--- config.mk ---
export PLATFORM = sky130hd
export DESIGN_NAME = serial_adder_nb
export DESIGN_NICKNAME = d
export VERILOG_FILES = /design/src/rtl/serial_adder_pkg.sv /design/src/rtl/sum1bcc.sv /design/src/rtl/serial_adder_nb.sv
export SDC_FILE = /design/constraint.sdc
export NUM_CORES = 1
export LEC_CHECK = 0
export ABC_AREA = 1
export CAP_MARGIN = 30
export CORE_MARGIN = 2
export CORE_UTILIZATION = 50
export CTS_CLUSTER_SIZE = 30
export DETAILED_ROUTE_END_ITERATION = 16
export GPL_TIMING_DRIVEN = 0
export PLACE_DENSITY_LB_ADDON = 0.1
export SYNTH_ARGS = -nofsm -noshare
export SYNTH_HDL_FRONTEND = slang
export SYNTH_SLANG_ARGS = --single-unit
--- constraint.sdc ---
create_clock -name clk -period 1.76 [get_ports clk]
set_clock_uncertainty 0.2 [all_clocks]
set_input_delay 0.264 -clock clk [delete_from_list [all_inputs] [get_ports clk]]
set_output_delay 0.264 -clock clk [all_outputs]
set_load 0.05 [all_outputs]
--- src/rtl/serial_adder_pkg.sv ---
// Shared constants for the bit-serial adder: FSM state encodings and default operand width.
package serial_adder_pkg;

  localparam logic [1:0] S_IDLE = 2'd0;
  localparam logic [1:0] S_RUN  = 2'd1;
  localparam logic [1:0] S_DONE = 2'd2;

  localparam int SA_DEFAULT_WIDTH = 4;

endpackage

--- src/rtl/sum1bcc.sv ---
// One-bit full-adder cell: out is the sum bit, z is the carry out.
module sum1bcc (
  input  logic x,
  input  logic y,
  input  logic c,
  output logic out,
  output logic z
);

  assign out = x ^ y ^ c;
  assign z   = (x & y) | (c & (x ^ y));

endmodule

--- src/rtl/serial_adder_nb.sv ---
// Bit-serial WIDTH-bit adder: one sum1bcc cell, LSB first, start/busy/done handshake.
// Defining SERIAL_ADDER_OVF_EN adds the signed-overflow output ovf.
module serial_adder_nb
  import serial_adder_pkg::*;
#(
  parameter int WIDTH = SA_DEFAULT_WIDTH
) (
  input  logic             clk,
  input  logic             rst,
  input  logic             start,
  input  logic [WIDTH-1:0] a,
  input  logic [WIDTH-1:0] b,
  input  logic             cin,
  output logic             busy,
  output logic             done,
  output logic [WIDTH-1:0] sum,
  output logic             cout
`ifdef SERIAL_ADDER_OVF_EN
  ,
  output logic             ovf
`endif
);

  localparam int             CNT_W    = $clog2(WIDTH);
  localparam logic [CNT_W-1:0] LAST_CNT = CNT_W'(WIDTH - 1);

  logic [1:0]       r_state;
  logic [1:0]       w_state_next;
  logic [WIDTH-1:0] r_a_sr;
  logic [WIDTH-1:0] r_b_sr;
  logic [WIDTH-1:0] r_sum_sr;
  logic [WIDTH-1:0] r_sum;
  logic             r_carry;
  logic             r_cout;
  logic [CNT_W-1:0] r_cnt;
  logic             w_out;
  logic             w_z;

  sum1bcc u_cell (
    .x   (r_a_sr[0]),
    .y   (r_b_sr[0]),
    .c   (r_carry),
    .out (w_out),
    .z   (w_z)
  );

  always_ff @(posedge clk) begin
    if (rst) begin
      r_state <= S_IDLE;
    end else begin
      r_state <= w_state_next;
    end
  end

  always_comb begin
    w_state_next = r_state;
    case (r_state)
      S_IDLE:  if (start) w_state_next = S_RUN;
      S_RUN:   if (r_cnt == LAST_CNT) w_state_next = S_DONE;
      S_DONE:  w_state_next = S_IDLE;
      default: w_state_next = S_IDLE;
    endcase
  end

  // The result registers are refreshed as DONE is left, so sum/cout stay
  // frozen through the next RUN; in DONE itself they come straight from the datapath.
  always_ff @(posedge clk) begin
    if (rst) begin
      r_a_sr   <= '0;
      r_b_sr   <= '0;
      r_sum_sr <= '0;
      r_sum    <= '0;
      r_carry  <= 1'b0;
      r_cout   <= 1'b0;
      r_cnt    <= '0;
    end else begin
      case (r_state)
        S_IDLE: begin
          if (start) begin
            r_a_sr  <= a;
            r_b_sr  <= b;
            r_carry <= cin;
            r_cnt   <= '0;
          end
        end
        S_RUN: begin
          r_sum_sr <= {w_out, r_sum_sr[WIDTH-1:1]};
          r_carry  <= w_z;
          r_a_sr   <= r_a_sr >> 1;
          r_b_sr   <= r_b_sr >> 1;
          r_cnt    <= r_cnt + 1'b1;
        end
        S_DONE: begin
          r_sum  <= r_sum_sr;
          r_cout <= r_carry;
        end
        default: ;
      endcase
    end
  end

  always_comb begin
    busy = 1'b0;
    done = 1'b0;
    sum  = r_sum;
    cout = r_cout;
    case (r_state)
      S_RUN:  busy = 1'b1;
      S_DONE: begin
        done = 1'b1;
        sum  = r_sum_sr;
        cout = r_carry;
      end
      default: ;
    endcase
  end

`ifdef SERIAL_ADDER_OVF_EN
  logic r_c_msb;

  // Carry into the top bit is the carry consumed on the last RUN cycle.
  always_ff @(posedge clk) begin
    if (rst) begin
      r_c_msb <= 1'b0;
    end else if (r_state == S_RUN && r_cnt == LAST_CNT) begin
      r_c_msb <= r_carry;
    end
  end

  assign ovf = r_c_msb ^ cout;
`endif

endmodule

* Yosys cells after proc, flatten, opt, wreduce, memory -nomap -nowiden
Cells that the tools add are included.
W data, S select, Z words.
** Operators by class
- Eq/ne operators :: 5
- Add/subtract/negate cells :: 1
- Reductions and logical operators :: 4
- Bitwise gates (word level) :: 5
- Multiplexer cells :: 15
** Operator list (count)
- $pmux W4 S2 :: 2
- $mux W4 :: 3
- $pmux W2 S2 :: 2
- $mux W2 :: 3
- $eq A2 B2 Y1 const B :: 2
- $mux W1 :: 4
- $ne A2 B2 Y1 const B :: 2
- $reduce_and A2 Y1 :: 2
- $add A2 B1 Y2 const B :: 1
- $and A1 B1 Y1 :: 2
- $eq A2 B1 Y1 const B :: 1
- $logic_not A2 Y1 :: 1
- $pmux W1 S2 :: 1
- $reduce_bool A2 Y1 :: 1
- $xor A1 B1 Y1 :: 2
- $or A1 B1 Y1 :: 1
** Word-level totals
- Output and inout port bits :: 7
- Logic and storage cells :: 38
- Bits in registers :: 22

* Longest topological paths before layout
- Depth in word-level cells :: 4
- Depth in mapped cells :: 7
- Gate-level depth less buffers :: 6

* By module
Synthesis repeated with hierarchy kept, for this count alone.
** Second synthesis, totals
- Cells, all modules :: 155
- Area total of the unflattened synthesis :: 1008.5 µm²
** Modules (own cells, without submodules)
- serial_adder_nb :: times used 1, seq. area each 440.4 µm², cells each 154, area each 988.4 µm²
- sum1bcc :: times used 1, seq. area each 0.0 µm², cells each 1, area each 20.0 µm²

* Least setup slack after synthesis
Ideal clock, no wire load.
- Path type :: reg2out
- From :: register r_state[0]
- To :: output cout
- Required time :: 1296 ps
- Arrival time :: 1023 ps
- Slack :: 273 ps
- Cell stages (with the launch flop) :: 7
- Path buffers :: 1
- Cell sequence :: dfxtp_1 inv_1 nand2_1 buf_4 nand2_1 o21ai_0 inv_1
** On the way
- Longest elaborated chain between the ends :: 2
** Ends and longest elaborated chain
- start, declared :: line serial_adder_nb.sv:27 : logic [1:0] r_state;
- start signal, assigned :: line serial_adder_nb.sv:51 : r_state <= w_state_next;
- $eq A2 B2 Y1 :: line serial_adder_nb.sv:107 : case (r_state)
- $mux W1
- end, declared :: line serial_adder_nb.sv:17 : output logic cout
Every way passes these cells.

* Worst setup path in the final report
- From :: register r_state[0]
- To :: output sum[2]
** On the way
- Longest elaborated chain between the ends :: 2
** Ends and longest elaborated chain
- $eq A2 B2 Y1 :: line serial_adder_nb.sv:107
- $mux W4
- end, declared :: line serial_adder_nb.sv:16 : output logic [WIDTH-1:0] sum,
Every way passes these cells.

==> results.cfg <==
[outcome]
status = completed

[placement]
place.detailed.instances = 200
gpl.final_weighted_congestion = 0.771
post_dp_cell_area_mm2 = 0.00122
dp_slack_ns = -0.325
post-dp-hpwl_mm = 1.36
buffer_ports.inserted = 18

[synthesis]
synth_fp_nets = 169
post_synth.cell_area_avg_um2 = 6.51
synthesis.area_mm2 = 0.00101
synthesis.yosys.warnings = 0
yosys_cell_types = 18
yosys-top-cells-area = dfxtp_1, nand2_1, nor2_1, inv_1, o21ai_0
netlist_instances = 155
yosys.area.top_type_share_pct = 43.7
post_synthesis_sequential_area_ratio_pct = 43.7
synth.largest_area_cell = dfxtp_1
flops_latches_synth = 22

[sta]
timing_hold_violations_final = 0
clock.fmax_mhz = 569
min_period_ns = 1.76
tns_ns = 0
report.final.setup_viol = 0
max_slew_margin_pct = 68.6
hold-worst-slack_ns = 0.267
maxSlewViolCount = 0
timing.final.crit_share_pct = 99.9
grt_setup_unrepaired = true
postLayoutSetupSlackWorst_ns = 0.00190
tightestPinTransition_ns = 0.471

[power]
static-leakage-power_nw = 0.681
overall_power_after_layout_mw = 1.00
worst_ir_drop_vdd_uv = 500
p_per_area_mw_per_mm2 = 739

[final_layout]
insertedDiodeCount = 0
layout-drive-gt1-share_pct = 20.6
num-fill-cells = 171
area.growth.synth_to_final_pct = 34.5
nets = 195
final_core_util_pct = 70.6
layout.cells.non_filler = 207
layout.cell_area.non_filler_mm2 = 0.00136

[global_routing]
grt-ovfl-total = 0
grt_pass1_wl_mm = 3.31
grtUsageTotal_pct = 17.3
grt_pass1_vias = 871
grt_start_max_net_pins = 13
antenna_found_initial = 0

[floorplan]
ios = 19
initial_utilization_pct = 52.5
die-width_um = 48.9
floorplan.rows = 16
fp.dieArea_mm2 = 0.00239
floorplan.core_area_mm2 = 0.00192
die_h_um = 48.9

[worst_setup_path]
critPathSlowestCell = dfxtp_2
critPathKind = reg -> out
worst_path_most_repeated_cell = buf_6
critPathBufInv = 4
crit_arrival_ns = 1.29
worst_path_largest_cell_delay_ns = 0.35
timing.critical_path.cells = inv_2 -> nand2_4 -> buf_6 -> o21ai_2 -> inv_1 -> buf_6
required_ns = 1.30
cp-end-kind = output pin
critical-path-top-delay-family = buffers and inverters
timing.critical_path.from_type = flip-flop
worstPathMaxFanout = 5

[cts]
cts_max_path_buffers = 2
ctsHtreeMaxLevel = 1
number_of_buffers_created_by_cts = 3
cts.reportedPaths.clkPinSlew_ns = 0.12
numClockSinks = 22
cts_hold_buffers = 0
cts_tree = built
clock_insertion_delay_worst_skew_ns = 0.30
root_buffer = clkbuf_4

[drt]
routedWlPerCell_um = 9.96
drt_first_pass_iters = 4
drc_violations_left = 0
m1WireLength_um = 866
detailroute.wirelength.met3_um = 59
detail_route.wirelength_mm = 2.06
detailroute.via_count = 943
dr.max_layer_used = met4
drtIter0Drc = 7
drtAntennaViolNets = 0
detail_route.vias_per_cell = 4.56
wl_met2_mm = 1.12

[min_path]
holdCritPathClass = reg -> reg

[run]
maxCapViolations = 0
-- synthesized netlist by cell type, drive strengths merged --
master / instances
ha: 1
a21oi: 4
nand3: 2
nor2: 37
dfxtp: 22
nor3: 1
o21ai: 11
buf: 4
clkbuf: 2
fa: 1
inv: 27
nand2: 43
-- per-layer routing --
metal | global-route usage, % | up-vias
met1 | 18.5 | 424
met3 | 3.07 | 2
li1 | - | 503
met5 | 0 | -
met4 | 7.14 | 0
met2 | 32.9 | 14
-- sequential cells by signal, indices dropped and copies added (netlist names) --
name and flops:
r_a_sr 4, r_sum_sr 4, r_b_sr 4, r_state 2, r_carry 1, r_sum 4, r_cnt 2, r_cout 1
-- timing repair --
item	4_1_cts	5_1_grt
setup buffers	1	1
setup endpoints to repair	7	7
pin swaps	0	2
gates cloned	0	1
endpoints found under the hold margin	0	0
gates resized for setup	55	23
-- path summary, 6_finish.rpt --
kind | startpoint | depth (start not counted) | slack (ns) | end
max reg2reg | r_state[0]$_SDFFE_PP0P_ | 6 | 0.41 | r_a_sr[0]$_SDFFE_PP0P_
min reg2reg | r_b_sr[3]$_SDFFE_PP0P_ | 2 | 0.27 | r_b_sr[3]$_SDFFE_PP0P_
min | r_b_sr[3]$_SDFFE_PP0P_ | 2 | 0.27 | r_b_sr[3]$_SDFFE_PP0P_
max | r_state[0]$_SDFFE_PP0P_ | 6 | 0.002 | sum[2]
-- worst min-delay path, cell delays in order (launching register included) --
cell and delay, ns:
dfxtp_1 0.33, nand2_1 0.06, a21oi_1 0.05
-- power breakdown --
group | switching [mW] | internal (mW)
Clock | 0.148 | 0.126
Sequential | 0.0219 | 0.529
Combinational | 0.0988 | 0.0779
Total | 0.268 | 0.733
-- cell families (layout without fill, tap and decap cells) --
group | after synthesis | count (layout) | synth area share (%)
adder cells (fa/ha/maj) | 2 | 2 | 3.23
flip-flops | 22 | 22 | 43.7
AND/OR/NAND/NOR | 83 | 83 | 31.5
AO/OA/AOI/OAI | 15 | 15 | 7.44
buffers and inverters | 33 | 58 | 14.1
-- layout make-up --
class | instances | area [µm²] | area share (%)
buffer | 6 | 42.5 | 3.14
sequential | 22 | 443 | 32.7
multi-input combinational | 100 | 484 | 35.7
inverter | 27 | 104 | 7.66
timing repair buffer | 21 | 213 | 15.7
tap | 27 | 33.8 | 2.49
clock buffer | 4 | 36.3 | 2.68
-- layout by cell type (no fill, tap or decap), drive strengths merged, types with 2 or more instances in the layout --
cell           synthesis  layout
nand2                 43      43
nor2                  37      37
inv                   27      27
dfxtp                 22      22
buf                    4      14
clkdlybuf4s50          0      11
o21ai                 11      11
clkbuf                 2       6
a21oi                  4       4
nand3                  2       2
(Power assumes the default switching activity.)
